[config.mk]
export PLATFORM = sky130hd
export DESIGN_NAME = lap_stopwatch_core
export DESIGN_NICKNAME = d
export VERILOG_FILES = /design/src/rtl/lap_stopwatch_core.sv
export SDC_FILE = /design/constraint.sdc
export NUM_CORES = 1
export LEC_CHECK = 0
export BUFFER_PORTS_ARGS = -buffer_cell sky130_fd_sc_hd__buf_2
export CORE_MARGIN = 2
export CORE_UTILIZATION = 55
export CTS_BUF_LIST = sky130_fd_sc_hd__clkbuf_4
export DETAILED_ROUTE_END_ITERATION = 8
export GPL_TIMING_DRIVEN = 0
export PLACE_DENSITY = 0.68
export SLEW_MARGIN = 20
export SYNTH_ARGS = -nofsm -noshare
export SYNTH_HDL_FRONTEND = slang
export SYNTH_SLANG_ARGS = --single-unit
[constraint.sdc]
create_clock -name clk -period 5.5 [get_ports clk]
set_input_delay 0.55 -clock clk [delete_from_list [all_inputs] [get_ports clk]]
set_output_delay 0.55 -clock clk [all_outputs]
set_load 0.05 [all_outputs]
[src/rtl/lap_stopwatch_core.sv]
// lap_stopwatch_core: programmable-tick stopwatch with lap FIFO.
// Divides clk down to a tick, keeps a saturating run count and buffers
// lap entries {split, interval} in a first-word fall-through FIFO that
// the display side drains with a valid/ready handshake.
// Ports:
//   clk, rst_n            clock, async active-low reset
//   start_stop_i          pulse: run/pause toggle
//   lap_i                 pulse: record lap (RUN/SAT only)
//   clear_i               pulse: return to zero, flush FIFO (highest priority)
//   t_o, tick_o           current count, 1-cycle pulse on each increment
//   running_o, sat_o      state flags
//   lap_split_o/int_o     FIFO head, lap_valid_o / lap_ready_i handshake
//   lap_count_o           FIFO occupancy
//   lap_ovf_o             sticky: a lap was dropped on a full FIFO
module lap_stopwatch_core #(
    parameter int unsigned CLK_HZ    = 50_000_000,
    parameter int unsigned TICK_HZ   = 1000,
    parameter int unsigned CNT_W     = 20,
    parameter int unsigned MAX_COUNT = 999_999,
    parameter int unsigned LAP_DEPTH = 8
) (
    input  logic                             clk,
    input  logic                             rst_n,
    input  logic                             start_stop_i,
    input  logic                             lap_i,
    input  logic                             clear_i,
    output logic [CNT_W-1:0]                 t_o,
    output logic                             tick_o,
    output logic                             running_o,
    output logic                             sat_o,
    output logic [CNT_W-1:0]                 lap_split_o,
    output logic [CNT_W-1:0]                 lap_int_o,
    output logic                             lap_valid_o,
    input  logic                             lap_ready_i,
    output logic [$clog2(LAP_DEPTH+1)-1:0]   lap_count_o,
    output logic                             lap_ovf_o
);

    localparam int unsigned DIV     = CLK_HZ / TICK_HZ;
    localparam int unsigned PRESC_W = (DIV > 1) ? $clog2(DIV) : 1;
    localparam int unsigned PTR_W   = $clog2(LAP_DEPTH);
    localparam int unsigned OCC_W   = $clog2(LAP_DEPTH + 1);
    localparam logic [CNT_W-1:0]   MAX_C  = CNT_W'(MAX_COUNT);
    localparam logic [PRESC_W-1:0] LAST_P = PRESC_W'(DIV - 1);
    localparam logic [OCC_W-1:0]   FULL_C = OCC_W'(LAP_DEPTH);

    typedef enum logic [1:0] {S_IDLE, S_RUN, S_PAUSE, S_SAT} state_e;

    typedef struct packed {
        logic [CNT_W-1:0] split;
        logic [CNT_W-1:0] intv;
    } lap_t;

    state_e               state_q, state_d;
    logic [PRESC_W-1:0]   presc_q, presc_d;
    logic [CNT_W-1:0]     t_q, t_d;
    logic [CNT_W-1:0]     last_q, last_d;
    logic                 tick_q, tick_d;
    logic                 running_q, running_d;
    logic                 sat_q, sat_d;
    logic [PTR_W-1:0]     rd_ptr_q, rd_ptr_d;
    logic [PTR_W-1:0]     wr_ptr_q, wr_ptr_d;
    logic [OCC_W-1:0]     occ_q, occ_d;
    logic                 ovf_q, ovf_d;
    lap_t                 mem_q [LAP_DEPTH];

    logic tick_c, valid_c, full_c, lap_acc_c, pop_c, wr_c, drop_c;
    lap_t entry_c;

    // Pointer advance with explicit wrap so LAP_DEPTH need not be a power of two.
    function automatic logic [PTR_W-1:0] ptr_inc(input logic [PTR_W-1:0] p);
        return (p == PTR_W'(LAP_DEPTH - 1)) ? '0 : p + PTR_W'(1);
    endfunction

    // Shared decodes for the FSM and datapath.
    always_comb begin
        tick_c    = (state_q == S_RUN) && (presc_q == LAST_P);
        valid_c   = (occ_q != '0);
        full_c    = (occ_q == FULL_C);
        lap_acc_c = lap_i && !clear_i && ((state_q == S_RUN) || (state_q == S_SAT));
        pop_c     = valid_c && lap_ready_i && !clear_i;
        // A full FIFO still accepts a push when the head leaves in the same cycle.
        wr_c      = lap_acc_c && (!full_c || pop_c);
        drop_c    = lap_acc_c && full_c && !pop_c;
        entry_c.split = t_q;
        entry_c.intv  = t_q - last_q;
    end

    // FSM state register.
    always_ff @(posedge clk or negedge rst_n) begin
        if (!rst_n) state_q <= S_IDLE;
        else        state_q <= state_d;
    end

    // FSM next state; clear wins over everything, SAT is only left by clear.
    always_comb begin
        state_d = state_q;
        if (clear_i) begin
            state_d = S_IDLE;
        end else begin
            case (state_q)
                S_IDLE:  if (start_stop_i) state_d = S_RUN;
                S_RUN: begin
                    if (tick_c && (t_q == MAX_C)) state_d = S_SAT;
                    else if (start_stop_i)        state_d = S_PAUSE;
                end
                S_PAUSE: if (start_stop_i) state_d = S_RUN;
                S_SAT:   state_d = S_SAT;
                default: state_d = S_IDLE;
            endcase
        end
    end

    // FSM output decode, registered alongside the state.
    always_comb begin
        running_d = (state_d == S_RUN);
        sat_d     = (state_d == S_SAT);
    end

    // Prescaler, count, last split and FIFO bookkeeping next-state.
    always_comb begin
        presc_d  = presc_q;
        t_d      = t_q;
        tick_d   = 1'b0;
        last_d   = last_q;
        rd_ptr_d = rd_ptr_q;
        wr_ptr_d = wr_ptr_q;
        occ_d    = occ_q;
        ovf_d    = ovf_q;
        if (clear_i) begin
            presc_d  = '0;
            t_d      = '0;
            last_d   = '0;
            rd_ptr_d = '0;
            wr_ptr_d = '0;
            occ_d    = '0;
            ovf_d    = 1'b0;
        end else begin
            // Prescaler holds outside RUN so a resume keeps the tick fraction.
            if (state_q == S_RUN) presc_d = tick_c ? '0 : presc_q + PRESC_W'(1);
            if (tick_c && (t_q < MAX_C)) begin
                t_d    = t_q + CNT_W'(1);
                tick_d = 1'b1;
            end
            // Last split moves even when the entry itself is dropped.
            if (lap_acc_c) last_d = t_q;
            if (wr_c)      wr_ptr_d = ptr_inc(wr_ptr_q);
            if (pop_c)     rd_ptr_d = ptr_inc(rd_ptr_q);
            if (wr_c && !pop_c)      occ_d = occ_q + OCC_W'(1);
            else if (!wr_c && pop_c) occ_d = occ_q - OCC_W'(1);
            if (drop_c) ovf_d = 1'b1;
        end
    end

    // Control and datapath registers.
    always_ff @(posedge clk or negedge rst_n) begin
        if (!rst_n) begin
            presc_q   <= '0;
            t_q       <= '0;
            tick_q    <= 1'b0;
            last_q    <= '0;
            running_q <= 1'b0;
            sat_q     <= 1'b0;
            rd_ptr_q  <= '0;
            wr_ptr_q  <= '0;
            occ_q     <= '0;
            ovf_q     <= 1'b0;
        end else begin
            presc_q   <= presc_d;
            t_q       <= t_d;
            tick_q    <= tick_d;
            last_q    <= last_d;
            running_q <= running_d;
            sat_q     <= sat_d;
            rd_ptr_q  <= rd_ptr_d;
            wr_ptr_q  <= wr_ptr_d;
            occ_q     <= occ_d;
            ovf_q     <= ovf_d;
        end
    end

    // Lap storage; contents are only observed through a valid head.
    always_ff @(posedge clk) begin
        if (wr_c) mem_q[wr_ptr_q] <= entry_c;
    end

    assign t_o         = t_q;
    assign tick_o      = tick_q;
    assign running_o   = running_q;
    assign sat_o       = sat_q;
    assign lap_valid_o = valid_c;
    assign lap_count_o = occ_q;
    assign lap_ovf_o   = ovf_q;
    assign lap_split_o = valid_c ? mem_q[rd_ptr_q].split : '0;
    assign lap_int_o   = valid_c ? mem_q[rd_ptr_q].intv  : '0;

endmodule

=== Yosys cells after proc, flatten, opt, wreduce, memory -nomap -nowiden ===
Memory sizes are Yosys's and may differ from the RTL's.
Cells that the tools add are included.

* Add/subtract/negate cells: 7
* Order comparisons: 1
* Eq/ne operators: 10
* Multiplexer cells: 29
* Reduce and logical (&&, ||, !) cells: 28

{| class="wikitable"
|+ Operators with widths
! operator !! number
|-
| $mux W20 || 6
|-
| $mux W16 || 3
|-
| $add A20 B1 Y20 const B || 1
|-
| $eq A20 B20 Y1 const B || 1
|-
| $lt A20 B20 Y1 const B || 1
|-
| $sub A20 B20 Y20 || 1
|-
| $mux W3 || 6
|-
| $add A16 B1 Y16 const B || 1
|-
| $eq A16 B16 Y1 const B || 1
|-
| $logic_and A1 B1 Y1 || 12
|-
| $mux W4 || 3
|-
| $reduce_bool A2 Y1 || 6
|-
| $mux W2 || 4
|-
| $add A3 B1 Y3 const B || 2
|-
| $eq A2 B2 Y1 const B || 3
|-
| $eq A3 B3 Y1 const B || 2
|-
| $mux W1 || 6
|-
| $pmux W2 S3 || 1
|-
| $add A4 B1 Y4 const B || 1
|-
| $eq A2 B1 Y1 const B || 2
|-
| $eq A4 B4 Y1 const B || 1
|-
| $logic_not A1 Y1 || 4
|-
| $reduce_bool A4 Y1 || 1
|-
| $sub A4 B1 Y4 const B || 1
|-
| 4 further kinds || 5
|}

* Register bits: 72
* Memory bits (writable): 320
* Output and inout bits: 69
* Word-level logic and storage cells: 87
* Memories: 1

{| class="wikitable"
|+ Memories
! name !! words !! bits a word !! read ports !! clocked after memory_dff !! write ports !! line !! RTL
|-
| mem_q || 8 || 40 || 1 || 0 || 1 || 65 || <nowiki>lap_t mem_q [LAP_DEPTH];</nowiki>
|}

=== Longest topological paths before layout ===
Gate-level depths: netlist of the first run.

* Depth in word-level cells: 10
* Gate-level depth with buffers: 12
* Depth with buffers taken out: 12

=== Worst setup path before layout of the first run ===
Ideal clock, no wire load.

* Path kind: reg2reg
* From: reg occ_q[1], in the netlist lap_count_o[1]
* To: mem mem_q[0][0] (netlist name), enable pin
* Setup time: 0.487 ns
* Arrival: 4.158 ns
* Path slack: 0.855 ns
* Stages on the path, launching flop included: 6
* Clock period less this slack: 4.645 ns
* Path through: dfrtp_1 > nor3_1 > nand2_1 > o211ai_1 > or2_2 > nor3_1

* Word-level cells in the longest chain between the ends: 7

{| class="wikitable"
|+ RTL lines
! item !! line !! RTL
|-
| start: declaration || 63 || <nowiki>logic [OCC_W-1:0] occ_q, occ_d;</nowiki>
|-
| start signal: assignment || 166 || <nowiki>occ_q <= '0;</nowiki>
|-
| start signal: assignment || 177 || <nowiki>occ_q <= occ_d;</nowiki>
|-
| $reduce_bool A4 Y1 || 78 || <nowiki>valid_c = (occ_q != '0);</nowiki>
|-
| $logic_and A1 B1 Y1 (2 in series) || 81 || <nowiki>pop_c = valid_c && lap_ready_i && !clear_i;</nowiki>
|-
| $logic_or A1 B1 Y1 * || 83 || <nowiki>wr_c = lap_acc_c && (!full_c || pop_c);</nowiki>
|-
| $logic_and A1 B1 Y1 * || 83 ||
|-
| $mux W1 * || 184 || <nowiki>if (wr_c) mem_q[wr_ptr_q] <= entry_c;</nowiki>
|-
| $mux W1 (not written as such) * || 184 ||
|-
| end: declaration || 65 ||
|}

Every way passes the cells marked *; elsewhere a longest branch is shown, timed or not.

=== Worst setup path after layout of the first run ===
* From: reg rd_ptr_q[0]
* To: out lap_split_o[9]

* Word-level cells in the longest chain between the ends: 2

{| class="wikitable"
|+ RTL lines
! item !! line !! RTL
|-
| start: declaration || 61 || <nowiki>logic [PTR_W-1:0] rd_ptr_q, rd_ptr_d;</nowiki>
|-
| start signal: assignment || 175 || <nowiki>rd_ptr_q <= rd_ptr_d;</nowiki>
|-
| $mem_v2 Z8 W40 || - ||
|-
| $mux W20 || 194 || <nowiki>assign lap_split_o = valid_c ? mem_q[rd_ptr_q].split : '0;</nowiki>
|-
| end: declaration || 31 || <nowiki>output logic [CNT_W-1:0] lap_split_o,</nowiki>
|}

No other way between the ends.

==> run summary, run 1 <==
status: finished clean
Layout area overhead: 15.4%
hpwl dp: 24700 um
CTS sink cnt: 392
Worst EP required: 4.95 ns
Slew Viols, Final: 0
Yosys top cell area share: 56.5%
Syn. warnings: 0
crit path time final: 4.00 ns
Area after DPL: 18300 sq um
Reg clk slew, reported paths: 0.06 ns
WP data arrival: 3.45 ns
crit-path cells: clkbuf_1, buf_1, mux4_2, mux2i_1, nor2_1, buf_2
first drt pass iteration count: 5
main area contributors after synthesis: edfxtp_1 57%, dfrtp_1 11%, mux4_2 11%
largest net degree at the start of global routing: 51
Vias/cell: 5.75
peak supply drop: 255 uV
Mapped Area: 17000 sq um
Post-Syn Instances: 1104
Routed Antenna Nets: 0
syn_nets: 1139
Port-buffer cells: 74
Die Wd: 180 um
Setup Crit Path Kind: flip-flop to output pin
CTS tree: yes
CTS Root Cell: clkbuf_4
Post-synth EDFFs: 320
RSZ-0062 raised after global routing: no
final worst path period share: 72.7%
initial antenna violation count: 2
Util after Layout: 64.3%
worst rel slew slack: 32.9%
reg2reg setup slack: 1.80 ns
drt total wl: 37100 um
setup TNS: 0 ns
fill count: 2289
Synth Register Bits: 392
syn avg cell area: 15.4 sq um
# DRC: 0
slowest stage delay, CP: 0.81 ns
clk_lat worst skew: 0.72 ns
vias post-DR: 10.2k
H-tree levels: 3
vias in the first global route: 10.5k
initial DRC count: 800
share of cells above drive strength 1: 26.6%
worst path buffer plus inverter count: 3
Die ar.: 32300 sq um
Main synth FF type: edfxtp_1
Setup Skew: 0.0387 ns
fmax: 0.250 GHz
startpoint types: flip-flop
static leakage: 7.06 nW
post-synthesis sequential area ratio: 67.1%
cell family with most CP delay: buffers and inverters
GR Overflow Total: 0
HP Class: input pin to flip-flop
placed insts: 1599
number of distinct library cells after synthesis: 60
total power: 7.81 mW
post-synth top area cell: edfxtp_1
Final Hold Viols: 0
share of flip-flops with an asynchronous set or reset: 18.4%
io pins: 75
routed len/inst: 20.9 um
Worst Setup End Kind: output pin
first-pass GRT wire length: 58400 um
die height: 180 um
pwr dens: 398 nW/um^2
CTS Buffer Depth: 3
Finished Layout Cells: 1778
Initial Utilization: 55.7%
Final setup viols: 0
Max FO, Critical Path: 10
max cap viols: 0
Total Nets Final: 1337
total CTS buffers: 96
Worst Tran Pin Value: 1.01 ns
core area: 30500 sq um
all-layer global routing usage: 23.5%
slowest stage cell on the critical path: buf_1
Finished Cell Area: 19600 sq um
GPL Wtd Cong: 0.855
FP Rows: 64
power by group:
part	total [mW]	internal, mW	switching, mW
sequential	3.23	3.20	0.0272
combinational	2.19	0.659	1.53
clock	2.39	1.28	1.11
total	7.81	5.14	2.67
repair_timing:
item	4_1_cts	5_1_grt
resized for setup	0	0
buffers inserted	0	0
hold endpoints to repair	22	0
hold buffers	1	0
kinds of logic (layout without fill, tap and decap cells):
group | after synthesis | count (layout) | synth area share [%]
buf+inv | 103 | 378 | 2.72
simple gates | 276 | 276 | 7.74
flops | 392 | 392 | 67.1
mux | 123 | 123 | 13.1
fa+ha+maj | 29 | 29 | 2.22
xor+xnor | 33 | 33 | 1.70
other cells | 0 | 3 | 0
compound gates | 148 | 148 | 5.36
through the flow:
step	hold WS (ns)	worst slack, ns
floorplan	0.254	0.855
global placement	0.487	-2.24
detailed placement	0.474	1.89
CTS	0.0868	1.33
global route	0.0858	1.19
finish	0.120	1.50
Yosys cell counts (2+ instances only):
cell       instances
edfxtp_1         320
nor2_1           100
mux4_2            80
nand2_1           75
dfrtp_1           72
a21oi_1           64
mux2i_1           42
clkbuf_1          34
inv_1             34
o21ai_0           28
ha_1              27
nand3_1           22
buf_4             20
xor2_1            17
xnor2_1           16
buf_1             14
nor3_1            12
or3_1              8
a21o_1             7
o211ai_1           7
or4_1              7
nand2b_1           6
nand4_1            6
o2111ai_1          6
o21a_1             6
o31ai_1            6
nor2b_1            5
and3_1             4
and4_1             4
nor4_1             4
a311oi_1           3
a31oi_1            3
and2_1             3
nor3b_1            3
o21bai_1           3
o31a_1             3
or2_2              3
a211oi_1           2
and2_0             2
and4_2             2
fa_1               2
nand3b_1           2
o21ba_2            2
o311ai_0           2
path summary, 6_finish.rpt:
| kind | cells after the start | endpoint | startpoint |
|---|---|---|---|
| hold reg to reg | 2 | lap_ovf_o | lap_ovf_o |
| hold / removal | 2 | state_q[0] | start_stop_i |
| setup / recovery | 6 | lap_split_o[9] | rd_ptr_q[0] |
| setup reg to reg | 11 | lap_count_o[3] | lap_count_o[1] |
| min in group asynchronous | 2 | presc_q[4] | rst_n |
| max in group asynchronous | 3 | t_o[12] | rst_n |
worst reg2reg max path: cells and delay by family, from the launching register on:
family | cells | cell delay [ns]
fa+ha+maj | 1 | 0.34
buf+inv | 1 | 0.29
simple gates | 4 | 1.59
flops | 1 | 0.44
compound gates | 5 | 0.95
metal layers:
layer | track usage, % | routed length [um] | vias up
met4 | 8.16 | 901 | 0
met1 | 32.8 | 16000 | 5138
met2 | 37.8 | 18100 | 327
met3 | 4.34 | 2150 | 68
li1 | - | - | 4693
met5 | 0 | 0 | -
cell type report:
class | instances | area [sq um] | area share, %
sequential | 392 | 11400 | 58.2
multi-input combinational | 609 | 5180 | 26.4
clock buffer | 135 | 1010 | 5.17
timing repair buffer | 100 | 793 | 4.04
tap | 396 | 495 | 2.53
buffer | 69 | 337 | 1.72
clock inverter | 40 | 245 | 1.25
inverter | 34 | 128 | 0.651
antenna | 3 | 7.51 | 0.0383
registers in the layout, summed over array words and instances, names as in the netlist:
register	flops
mem_q	320
last_q	20
t_o	20
presc_q	16
lap_count_o	4
rd_ptr_q	3
wr_ptr_q	3
state_q	2
lap_ovf_o	1
running_o	1
sat_o	1
tick_o	1
cells in the final DEF, fill, tap and decap left out, types with 17 or more instances in the layout:
cell | Yosys | routed
buf_2 | 1 | 74
inv_1 | 34 | 34
ha_1 | 27 | 27
a21oi_1 | 64 | 64
edfxtp_1 | 320 | 320
nor2_1 | 100 | 94
mux2i_1 | 42 | 42
nand2_1 | 75 | 75
clkbuf_1 | 34 | 33
clkinv_1 | 0 | 31
nand3_1 | 22 | 22
clkbuf_4 | 0 | 135
dfrtp_1 | 72 | 72
buf_4 | 20 | 27
mux4_2 | 80 | 80
o21ai_0 | 28 | 28
xor2_1 | 17 | 17
Note: power is estimated with default switching activity, not from simulation.
==> run 2: changes to the inputs <==
clock period = 4.15 ns   (was 5.5 ns; I/O delays follow)
==> run summary, run 2 (synthesis results as in run 1) <==
drt total wl: 37600 um
reg2reg path depth: 11
Vias/cell: 5.78
pwr dens: 529 nW/um^2
Initial Utilization: 55.7%
Slew Viols, Final: 0
initial DRC count: 810
hold path cells: 4
Die ar.: 32300 sq um
setup TNS: 0 ns
GPL Wtd Cong: 0.884
GR Overflow Total: 0
Worst Tran Pin Value: 1.00 ns
final worst path period share: 94.0%
Setup Slack @ Placement: 0.603 ns
fmax: 0.256 GHz
die height: 180 um
vias in the first global route: 10.3k
Worst Setup End Kind: output pin
io pins: 75
total CTS buffers: 97
Finished Cell Area: 19700 sq um
crit path time final: 3.90 ns
startpoint types: flip-flop
max FFs per register: 320
Reg2Reg Launch Point: lap_count_o[1]
worst rel slew slack: 33.2%
# DRC: 0
hpwl dp: 24300 um
crit-path cells: clkbuf_1, buf_1, mux4_2, mux2i_1, nor2_1, buf_2
Area after DPL: 18400 sq um
Port-buffer cells: 74
max cap viols: 0
first-pass GRT wire length: 58400 um
all-layer global routing usage: 23.5%
reg2reg setup slack: 0.49 ns
clk_lat worst skew: 0.74 ns
peak supply drop: 617 uV
Final setup viols: 0
Storage cell area: 11400 sq um
routed len/inst: 21.3 um
largest net degree at the start of global routing: 41
Max FO, Critical Path: 10
share of cells above drive strength 1: 27.9%
slowest stage cell on the critical path: buf_1
Die Wd: 180 um
HP Class: input pin to flip-flop
Setup Skew: 0.0453 ns
fill count: 2273
FP Rows: 64
initial antenna violation count: 2
total power: 10.4 mW
H-tree levels: 3
hold path startpoint: clear_i
gr busiest metal: met2
Top reg by flops: mem_q
Reg2Reg Capture Point: lap_count_o[3]
commonest cells after routing, fill and taps aside: 320 x edfxtp_1, 156 x clkbuf_4, 94 x nor2_1
status: finished clean
Layout area overhead: 15.6%
Final Hold Viols: 0
met2 Use GR: 38.2%
first drt pass iteration count: 7
commonest non-fill, non-tap cell in the layout: edfxtp_1
area of the multi-input gates: 5190 sq um
Setup Crit Path Kind: flip-flop to output pin
core area: 30500 sq um
Routed Antenna Nets: 0
Reg clk slew, reported paths: 0.07 ns
WP data arrival: 3.49 ns
static leakage: 7.09 nW
slowest stage delay, CP: 0.81 ns
CTS Root Cell: clkbuf_4
CTS Buffer Depth: 3
Worst Hold End: presc_q[0]
WHS: 0.0854 ns
met3 usage: 4.58%
vias post-DR: 10.2k
post-route setup slack: 0.249 ns
post-CTS setup buffer count: 0
Total Nets Final: 1334
CTS tree: yes
Worst EP required: 3.73 ns
CTS sink cnt: 392
grt met1 use: 32.8%
[run 2: final cells by class]
| type | instances | area share, % |
|---|---|---|
| clock inverter | 16 | 0.414 |
| multi-input combinational | 609 | 26.4 |
| clock buffer | 156 | 5.96 |
| sequential | 392 | 58.1 |
| timing repair buffer | 96 | 4.17 |
| buffer | 69 | 1.76 |
| inverter | 34 | 0.649 |
| antenna | 2 | 0.0255 |
| tap | 396 | 2.52 |
[run 2: critical path, delay by kind of cell (launching register included)]
kind | cells | cell delay [ns]
DFF | 1 | 0.35
and+or+nand+nor | 1 | 0.08
buffers and inverters | 3 | 1.53
muxes | 2 | 0.83
[run 2: worst max-delay path by stage]
| stage | start | end | slack [ns] |
|---|---|---|---|
| 4_1_cts | rd_ptr_q[0] | lap_split_o[8] | 0.01 |
| 5_1_grt | rd_ptr_q[0] | lap_int_o[4] | -0.003 |
| 3_3_place_gp | lap_i | mem_q[2][6] | -1.27 |
| 3_5_place_dp | lap_count_o[1] | lap_count_o[3] | 0.60 |
| 6_report | rd_ptr_q[0] | lap_int_o[4] | 0.25 |
| 2_1_floorplan | lap_count_o[1] | mem_q[2][0] | 0.60 |
[run 2: power by group]
| group | internal (mW) | switching, mW |
|---|---|---|
| Clock | 1.70 | 1.50 |
| Sequential | 4.25 | 0.0350 |
| Combinational | 0.878 | 2.04 |
[run 2: layer usage]
metal	up-vias	part of all wire, %
met5	-	0
met4	0	1.5
met3	43	6.5
met2	355	49
met1	5130	43
li1	4698	-
[run 2: repair_timing]
item,4_1_cts,5_1_grt
setup endpoints to repair,0,1
hold buffers,3,0
gates resized for setup,0,3
endpoints found under the hold margin,46,0
[run 2: through the flow]
stage                     utilization [%]  instances
after floorplan                         -       1104
after global placement               58.6       1574
after detailed placement             60.2       1593
after CTS                            64.4       1768
after global routing                 64.4       1770
final                                64.4       1770
